### src/rtl/rtc_lectura_captura_pkg.sv
// Shared encodings for the RTC time-of-day scanner: FSM states, register map, BCD limits.
package rtc_lectura_captura_pkg;

    typedef enum logic [2:0] {
        ST_IDLE  = 3'd0,
        ST_REQ   = 3'd1,
        ST_WAIT  = 3'd2,
        ST_CHECK = 3'd3,
        ST_NEXT  = 3'd4,
        ST_DONE  = 3'd5
    } state_t;

    localparam logic [7:0] ADDR_SEG  = 8'h02;
    localparam logic [7:0] ADDR_MIN  = 8'h03;
    localparam logic [7:0] ADDR_HORA = 8'h04;

    localparam logic [7:0] LIM_MIN_SEG = 8'h59;
    localparam logic [7:0] LIM_HORA    = 8'h23;

    localparam int TIMEOUT_CYC_DEF = 63;

    function automatic logic [7:0] addr_of(input logic [1:0] idx);
        logic [7:0] a;
        case (idx)
            2'd0:    a = ADDR_SEG;
            2'd1:    a = ADDR_MIN;
            default: a = ADDR_HORA;
        endcase
        return a;
    endfunction

    function automatic logic [7:0] limit_of(input logic [1:0] idx);
        return (idx == 2'd2) ? LIM_HORA : LIM_MIN_SEG;
    endfunction

endpackage

### src/rtl/rtc_bcd_check.sv
// Combinational BCD sanity check: both nibbles decimal and value within the field limit.
// Zero latency, no flow control.
module rtc_bcd_check (
    input  logic [7:0] value,
    input  logic [7:0] limit,
    output logic       ok
);

    assign ok = (value[7:4] <= 4'd9) && (value[3:0] <= 4'd9) && (value <= limit);

endmodule

### src/rtl/rtc_lectura_captura.sv
// Scans RTC seconds/minutes/hours via a read-cycle stage, validating BCD before capture.
// Min 13 cycles start-to-scan_done; waits on rd_done edges, bounded by TIMEOUT_CYC per read.
module rtc_lectura_captura
    import rtc_lectura_captura_pkg::*;
#(
    parameter int TIMEOUT_CYC = TIMEOUT_CYC_DEF
) (
    input  logic       clk,
    input  logic       resetcounterl,
    input  logic       start,
    input  logic       rd_valid,
    input  logic [7:0] rd_data,
    input  logic       rd_done,
    output logic       rd_start,
    output logic [7:0] rd_addr,
    output logic [7:0] seg,
    output logic [7:0] min,
    output logic [7:0] hora,
    output logic       busy,
    output logic       scan_done,
    output logic       bcd_err,
    output logic       timeout
);

    localparam int CW = $clog2(TIMEOUT_CYC + 1);

    state_t          r_state;
    state_t          w_next;
    logic [1:0]      r_idx;
    logic [7:0]      r_data_q;
    logic [7:0]      r_rd_addr;
    logic [7:0]      r_seg;
    logic [7:0]      r_min;
    logic [7:0]      r_hora;
    logic            r_bcd_err;
    logic            r_timeout;
    logic            r_done_q;
    logic [CW-1:0]   r_wait_cnt;
    logic            w_done_rise;
    logic            w_wait_last;
    logic            w_ok;

    // A done level left high by the previous transaction must not count as completion.
    assign w_done_rise = rd_done && !r_done_q;
    assign w_wait_last = (r_wait_cnt == CW'(TIMEOUT_CYC - 1));

    rtc_bcd_check u_bcd (
        .value (r_data_q),
        .limit (limit_of(r_idx)),
        .ok    (w_ok)
    );

    always_ff @(posedge clk or negedge resetcounterl) begin
        if (!resetcounterl) r_state <= ST_IDLE;
        else                r_state <= w_next;
    end

    always_comb begin
        w_next = r_state;
        case (r_state)
            ST_IDLE:  if (start) w_next = ST_REQ;
            ST_REQ:   w_next = ST_WAIT;
            ST_WAIT: begin
                if (w_done_rise)      w_next = ST_CHECK;
                else if (w_wait_last) w_next = ST_IDLE;
            end
            ST_CHECK: w_next = ST_NEXT;
            ST_NEXT:  w_next = (r_idx == 2'd2) ? ST_DONE : ST_REQ;
            ST_DONE:  w_next = ST_IDLE;
            default:  w_next = ST_IDLE;
        endcase
    end

    always_ff @(posedge clk or negedge resetcounterl) begin
        if (!resetcounterl) begin
            r_idx      <= 2'd0;
            r_data_q   <= 8'h00;
            r_rd_addr  <= 8'h00;
            r_seg      <= 8'h00;
            r_min      <= 8'h00;
            r_hora     <= 8'h00;
            r_bcd_err  <= 1'b0;
            r_timeout  <= 1'b0;
            r_done_q   <= 1'b0;
            r_wait_cnt <= '0;
        end else begin
            r_done_q <= rd_done;
            case (r_state)
                ST_IDLE: begin
                    if (start) begin
                        r_idx     <= 2'd0;
                        r_bcd_err <= 1'b0;
                        r_timeout <= 1'b0;
                        r_rd_addr <= addr_of(2'd0);
                    end
                end
                ST_REQ: r_wait_cnt <= '0;
                ST_WAIT: begin
                    if (rd_valid) r_data_q <= rd_data;
                    if (!w_done_rise) begin
                        if (w_wait_last) r_timeout  <= 1'b1;
                        else             r_wait_cnt <= r_wait_cnt + 1'b1;
                    end
                end
                ST_CHECK: begin
                    if (w_ok) begin
                        case (r_idx)
                            2'd0:    r_seg  <= r_data_q;
                            2'd1:    r_min  <= r_data_q;
                            default: r_hora <= r_data_q;
                        endcase
                    end else begin
                        r_bcd_err <= 1'b1;
                    end
                end
                ST_NEXT: begin
                    if (r_idx != 2'd2) begin
                        r_idx     <= r_idx + 2'd1;
                        r_rd_addr <= addr_of(r_idx + 2'd1);
                    end
                end
                default: ;
            endcase
        end
    end

    assign rd_start  = (r_state == ST_REQ);
    assign busy      = (r_state != ST_IDLE);
    assign scan_done = (r_state == ST_DONE);
    assign rd_addr   = r_rd_addr;
    assign seg       = r_seg;
    assign min       = r_min;
    assign hora      = r_hora;
    assign bcd_err   = r_bcd_err;
    assign timeout   = r_timeout;

endmodule

### config.mk
export PLATFORM = sky130hd
export DESIGN_NAME = rtc_lectura_captura
export DESIGN_NICKNAME = d
export VERILOG_FILES = /design/src/rtl/rtc_lectura_captura_pkg.sv /design/src/rtl/rtc_bcd_check.sv /design/src/rtl/rtc_lectura_captura.sv
export SDC_FILE = /design/constraint.sdc
export NUM_CORES = 1
export LEC_CHECK = 0
export CAP_MARGIN = 5
export CORE_MARGIN = 1
export CORE_UTILIZATION = 51
export DETAILED_ROUTE_END_ITERATION = 7
export PLACE_DENSITY_LB_ADDON = 0.08
export SLEW_MARGIN = 25
export SYNTH_ARGS = -nofsm -noshare
export SYNTH_HDL_FRONTEND = slang
export SYNTH_HIERARCHICAL = 1
export SYNTH_SLANG_ARGS = --single-unit
### constraint.sdc
create_clock -name clk -period 2.95 [get_ports clk]
set_input_delay 0.59 -clock clk [delete_from_list [all_inputs] [get_ports clk]]
set_output_delay 0.59 -clock clk [all_outputs]
set_load 0.05 [all_outputs]
==> flow_metrics.py, run 1 <==
metrics = {
    "run_status": {
        "status": "finished clean",
    },
    "run": {
        "drv_cap": 0,
    },
    "synthesis": {
        "netlist_area_sq_mm": 0.00237,
        "ys_ff_latch": 48,
        "synth_cell_types": 33,
        "yosysWarnings": 6,
        "avgSynthCellArea_sq_um": 11.5,
        "synth-async-reset-ratio_pct": 100,
        "synth_edf_count": 0,
        "netlist_instances": 205,
        "ys.flop_type": "dfrtp_1",
        "ys_seq_area_share_pct": 50.8,
    },
    "cts": {
        "tritoncts": "built",
        "clk_pin_slew_ns": 0.09,
        "clockRootBuffer": "clkbuf_8",
        "ctsHtreeMaxLevel": 2,
        "cts_hold_buf": 0,
        "numCtsBuffers": 5,
        "clk_latency_ns": 0.30,
        "cts_buffer_depth": 2,
        "clock-sinks": 48,
    },
    "detailed_routing": {
        "drtIter0Drc": 111,
        "routedWlPerCell_microns": 14.2,
        "viasPerCell": 5.30,
        "via_count": 1642,
        "first_pass_iters": 4,
        "drt.antenna.violating_nets": 0,
        "drc": 0,
        "routed_wl_microns": 4390,
    },
    "floorplanning": {
        "num_io_pins": 50,
        "fp.dieW_microns": 70.1,
        "core_area_sq_mm": 0.00441,
        "die_area_sq_mm": 0.00492,
        "die_h_microns": 70.1,
        "initial_core_util_pct": 53.6,
        "fp-row-count": 24,
    },
    "finish": {
        "area_growth_pct": 26.5,
        "drive_above_1_share_pct": 20.9,
        "nets": 284,
        "stdcell_count": 310,
        "antenna_cells": 0,
        "nFillCells": 375,
        "post-route-util_pct": 67.8,
    },
    "setup_path": {
        "required_ns": 3.14,
        "critPathMaxStageDelay_ns": 0.38,
        "critPathMostFrequentCell": "inv_1",
        "cp_cell_sequence": "inv_1 > ha_2 > inv_1 > inv_1 > ha_1 > and4_1 > nand2_1 > and2_1 > a311oi_2 > and3_4 > nand2_1 > buf_4 > mux2_2",
        "cp-start-kind": "flip-flop",
        "worst-endpoint-arrival_ns": 2.91,
        "critPathCaptureType": "flip-flop",
        "crit_slowest_cell": "dfrtp_1",
        "worst-setup-path-type": "reg -> reg",
        "crit_path_max_fanout": 6,
    },
    "global_routing": {
        "met3_usage_pct": 4.04,
        "grt_usage_pct": 19.7,
        "grt_max_degree": 32,
        "grt.met1_usage_pct": 26.8,
        "grt_pass1_vias": 1606,
        "antenna_found_initial": 0,
        "grt_pass1_wl_microns": 7570,
        "grtUsageMet2_pct": 31.7,
        "grt_overflow": 0,
        "grt-busiest-layer": "met2",
    },
    "place": {
        "io_buffers": 44,
        "place_congestion": 0.800,
        "dp_hpwl_microns": 3170,
        "dp_cells": 301,
    },
    "power": {
        "p_leak_nw": 1.39,
        "ir_drop_v": 0.000631,
        "p_per_area_mw_per_mm2": 1150,
        "totalPowerFinal_mw": 3.45,
    },
    "sta": {
        "rsz0062_at_grt": "false",
        "worst_slew_pin_slew_ns": 0.507,
        "fin_crit_sh_pct": 92.2,
        "fmax_mhz": 368,
        "slew_headroom_pct": 66.1,
        "finalClockSkew_ns": 0.00641,
        "setup_viol": 0,
        "setup_tns_ns": 0,
        "period_needed_ns": 2.72,
        "final_hold_viol_count": 0,
        "final_max_slew_viol_count": 0,
    },
    "hold_path": {
        "hold_class": "in -> async",
    },
}
## cells in the final DEF (no fill, tap or decap), types with 8 or more instances in the layout
cell type         n
dfrtp_1          48
clkdlybuf4s50_1  43
mux2_2           31
inv_1            15
ha_1             13
nand2_1          12
o21ai_0          12
nor2_1            9
a21oi_1           9
conb_1            8
## logic make-up (layout without fill, tap and decap cells)
family / count (synthesis) / after routing / synth area share [%]
AO/OA/AOI/OAI: 37 / 37 / 10.7
flip-flops: 48 / 48 / 50.8
adder cells (fa/ha/maj): 14 / 14 / 7.40
AND/OR/NAND/NOR: 44 / 44 / 9.20
multiplexers: 34 / 34 / 16.3
buffers and inverters: 26 / 73 / 5.34
other: 2 / 8 / 0.317
## metrics by stage
step,hold slack [ns],cell area [sq um],setup slack [ns]
final,0.206,2990,0.229
after floorplan,0.294,2390,0.255
after global routing,0.233,2990,0.0337
after detailed placement,0.492,2860,-0.0746
after global placement,0.488,2860,0.123
after CTS,0.216,2970,0.0178
## cell type report
cell class                      count  area (sq um)  share of cell area [%]
Timing Repair Buffer               50           480                    16.0
Multi-Input combinational cell    137          1080                    36.1
Tap cell                           52          65.1                    2.17
Sequential cell                    48          1200                    40.1
Inverter                           15          56.3                    1.88
Clock buffer                        5          68.8                    2.30
Clock inverter                      3          42.5                    1.42
## synthesized netlist by cell type, drive strengths merged (2+ instances only)
cell    count  area share (%)
buf         9             2.6
and2        2            0.53
a21oi       9             1.9
nor2b       6             1.6
a22o        3             1.1
inv        15             2.4
conb        2            0.32
ha         14             7.4
clkbuf      2            0.32
dfrtp      48              51
mux2       33              16
and3        2            0.53
nand3       6             1.3
nor2        9             1.4
a31oi       3            0.79
o21ba       2            0.85
o21ai      14             3.4
o31ai       2            0.63
and4        2            0.74
nand2      14             2.2
## final timing paths
kind | startpoint | to | slack [ns] | cells past startpoint
max | r_idx[0] | hora[0] | 0.23 | 13
min | resetcounterl | r_state[1] | 0.21 | 1
max reg2reg | r_idx[0] | hora[0] | 0.23 | 13
min reg2reg | timeout | timeout | 0.50 | 2
max in group asynchronous | resetcounterl | min[3] | 2.02 | 2
min in group clk | timeout | timeout | 0.50 | 2
## power by group
part / switching (mW) / internal, mW / leakage, nW
sequential: 0.257 / 0.921 / 0.620
combinational: 1.08 / 0.724 / 0.718
clock: 0.220 / 0.251 / 0.0541
total: 1.56 / 1.90 / 1.39
## sequential cells by signal, indices dropped and copies added, names as in the netlist
name,flops
hora,8
min,8
r_data_q,8
seg,8
r_wait_cnt,6
r_state,3
r_idx,2
rd_addr,2
bcd_err,1
r_done_q,1
timeout,1
## layer usage
layer | vias to the layer above | part of all wire (%)
li1 | 799 | -
met1 | 801 | 45
met2 | 38 | 49
met3 | 4 | 4.4
met4 | 0 | 0.87
met5 | - | 0
## timing repair
action / CTS / global route
endpoints found under the setup margin: 16 / 24
gates resized for setup: 2 / 4
endpoints found under the hold margin: 0 / 0
pin swaps: 0 / 1
setup buffers: 0 / 1
## critical path, delay by kind of cell, from the launching register on
kind | cells | cell delay, ns
flip-flops | 1 | 0.38
buffers and inverters | 4 | 0.43
AND/OR/NAND/NOR | 5 | 0.78
AO/OA/AOI/OAI | 1 | 0.22
adder cells (fa/ha/maj) | 2 | 0.51
multiplexers | 1 | 0.26
Note: power is estimated with default switching activity, not from simulation.
==> run 2: changes to the inputs <==
--- a/config.mk
+++ b/config.mk
@@ -8,3 +8,3 @@
 export CAP_MARGIN = 5
-export CORE_MARGIN = 1
+export CORE_MARGIN = 2
 export CORE_UTILIZATION = 51
==> constraint.sdc (replaced) <==
create_clock -name clk -period 2.95 [get_ports clk]
set_input_delay 0.7375 -clock clk [delete_from_list [all_inputs] [get_ports clk]]
set_output_delay 0.7375 -clock clk [all_outputs]
set_load 0.05 [all_outputs]
==> flow_metrics.py, run 2 (same netlist as run 1, synthesis figures left out) <==
metrics = {
    "power": {
        "ir_drop_v": 0.000709,
        "p_int_mw": 1.83,
        "clkPwrFrac_pct": 12.2,
        "p_seq_share_pct": 34.4,
        "switching_share_pct": 45.9,
        "p_leak_nw": 1.38,
        "p_per_area_mw_per_mm2": 1140,
        "power_switching_mw": 1.55,
        "pwr-share-comb_pct": 53.4,
    },
    "sta": {
        "fmax_mhz": 357,
        "final_hold_viol_count": 0,
        "period_needed_ns": 2.80,
        "finalClockSkew_ns": 0.00655,
        "worst_slew_pin_slew_ns": 0.600,
        "setup_tns_ns": 0,
        "finalWorstSetupSlack_ns": 0.151,
        "slew_headroom_pct": 60.0,
        "final_max_slew_viol_count": 0,
        "setup_viol": 0,
        "fin_crit_sh_pct": 94.9,
    },
    "place": {
        "dp_hpwl_microns": 3090,
        "io_buffers": 44,
        "place_congestion": 0.829,
        "place_ws_ns": -0.0407,
    },
    "floorplanning": {
        "num_io_pins": 50,
        "die_h_microns": 72.1,
        "fp.dieW_microns": 72.1,
        "die_area_sq_mm": 0.00520,
        "core_area_sq_mm": 0.00441,
        "initial_core_util_pct": 53.6,
        "fp-row-count": 24,
    },
    "setup_path": {
        "crit_path_max_fanout": 8,
        "critPathCaptureType": "flip-flop",
        "worst-endpoint-arrival_ns": 2.99,
        "cp-start-kind": "flip-flop",
        "worst-setup-path-type": "reg -> reg",
        "required_ns": 3.14,
        "rr_worst_depth": 13,
    },
    "finish": {
        "layout_commonest_cell": "dfrtp_1",
        "antenna_cells": 0,
        "nets": 283,
        "final_cell_mix": "dfrtp_1 (48), clkdlybuf4s50_1 (43), mux2_2 (31), inv_1 (15), ha_1 (13)",
        "area_growth_pct": 25.5,
        "drive_above_1_share_pct": 20.2,
        "nFillCells": 373,
    },
    "cts": {
        "ctsResizeCount": 2,
        "clockRootBuffer": "clkbuf_8",
        "ctsHtreeMaxLevel": 2,
        "cts_buffer_depth": 2,
        "tritoncts": "built",
        "clk_latency_ns": 0.30,
        "clk_pin_slew_ns": 0.09,
        "post_cts_buffers": 0,
        "numCtsBuffers": 5,
        "clock-sinks": 48,
        "cts_hold_buf": 0,
    },
    "detailed_routing": {
        "first_pass_iters": 4,
        "m1WireLength_microns": 2140,
        "drc": 0,
        "viasPerCell": 5.23,
        "routedWlPerCell_microns": 14.4,
        "via_count": 1617,
        "drtIter0Drc": 92,
        "routed_wl_microns": 4450,
        "routed-wl-met3_microns": 217,
        "top_layer": "met4",
        "drt.antenna.violating_nets": 0,
        "met2_length_microns": 2050,
    },
    "global_routing": {
        "grt_max_degree": 49,
        "antenna_found_initial": 0,
        "grt_pass1_vias": 1507,
        "grt_pass1_wl_microns": 7350,
        "grt_overflow": 0,
        "grt_usage_pct": 18.4,
    },
    "hold_path": {
        "hold_class": "reg -> reg",
        "hold_depth": 2,
    },
    "run": {
        "drv_cap": 0,
    },
    "run_status": {
        "status": "finished clean",
    },
}
run 2: changes by cell type in the layout (fill, tap and decap cells not counted), sizes merged:
cell    before  now
clkbuf       5    7
bufinv       1    0
buf          7    6
clkinv       1    0
run 2: final timing paths:
check	from	endpoint	slack [ns]
max in group asynchronous	resetcounterl	min[3]	2.02
max	r_idx[0]	hora[6]	0.15
min in group asynchronous	resetcounterl	r_done_q	0.52
max reg2reg	r_idx[0]	hora[6]	0.15
min	timeout	timeout	0.50
min reg2reg	timeout	timeout	0.50
run 2: through the flow:
| step | instances | instance area (sq um) | total power [mW] | hold WS, ns | utilization [%] |
|---|---|---|---|---|---|
| after floorplan | 211 | 2390 | 2.41 | 0.442 | - |
| final | 309 | 2970 | 3.38 | 0.504 | 67.3 |
| after CTS | 309 | 2960 | 3.38 | 0.511 | 67.0 |
| after detailed placement | 301 | 2860 | 2.96 | 0.491 | 64.7 |
| after global placement | 301 | 2860 | 2.94 | 0.485 | 64.7 |
| after global routing | 309 | 2970 | 3.59 | 0.521 | 67.3 |
run 2: power groups by stage:
stage                     Clock, mW  Combinational, mW  Sequential (mW)
after floorplan                   0              0.779             1.63
after global routing          0.447               1.94             1.21
after global placement            0               1.76             1.17
final                         0.412               1.80             1.16
after detailed placement          0               1.78             1.17
after CTS                     0.420               1.80             1.17
run 2: worst max-delay path, stage by stage, from the launching register on:
cell and delay (ns):
dfrtp_1 0.37, inv_1 0.10, ha_2 0.24, inv_1 0.12
inv_1 0.06, ha_1 0.30, and4_1 0.23, nand2_1 0.08
and2_1 0.15, a311oi_2 0.28, and3_4 0.26, nand2_1 0.05
buf_4 0.17, mux2_2 0.27
run 2: layer usage:
| layer | vias to the layer above | GRT usage [%] |
|---|---|---|
| li1 | 803 | - |
| met1 | 766 | 25.7 |
| met2 | 42 | 29.0 |
| met3 | 6 | 4.44 |
| met4 | 0 | 5.03 |
| met5 | - | 0 |
run 2: area by class of cell:
cell class | instances | area [sq um] | area share, %
multi-input combinational | 137 | 1080 | 36.4
clock inverter | 1 | 7.51 | 0.253
tap | 52 | 65.1 | 2.19
timing repair buffer | 49 | 473 | 15.9
sequential | 48 | 1200 | 40.5
clock buffer | 7 | 86.3 | 2.91
inverter | 15 | 56.3 | 1.90
==> run 3: changes to the inputs <==
CAP_MARGIN = 0   (was 5)
==> results of run 3 <==
The final DEF is identical to that of run 2; final timing and power are the same.
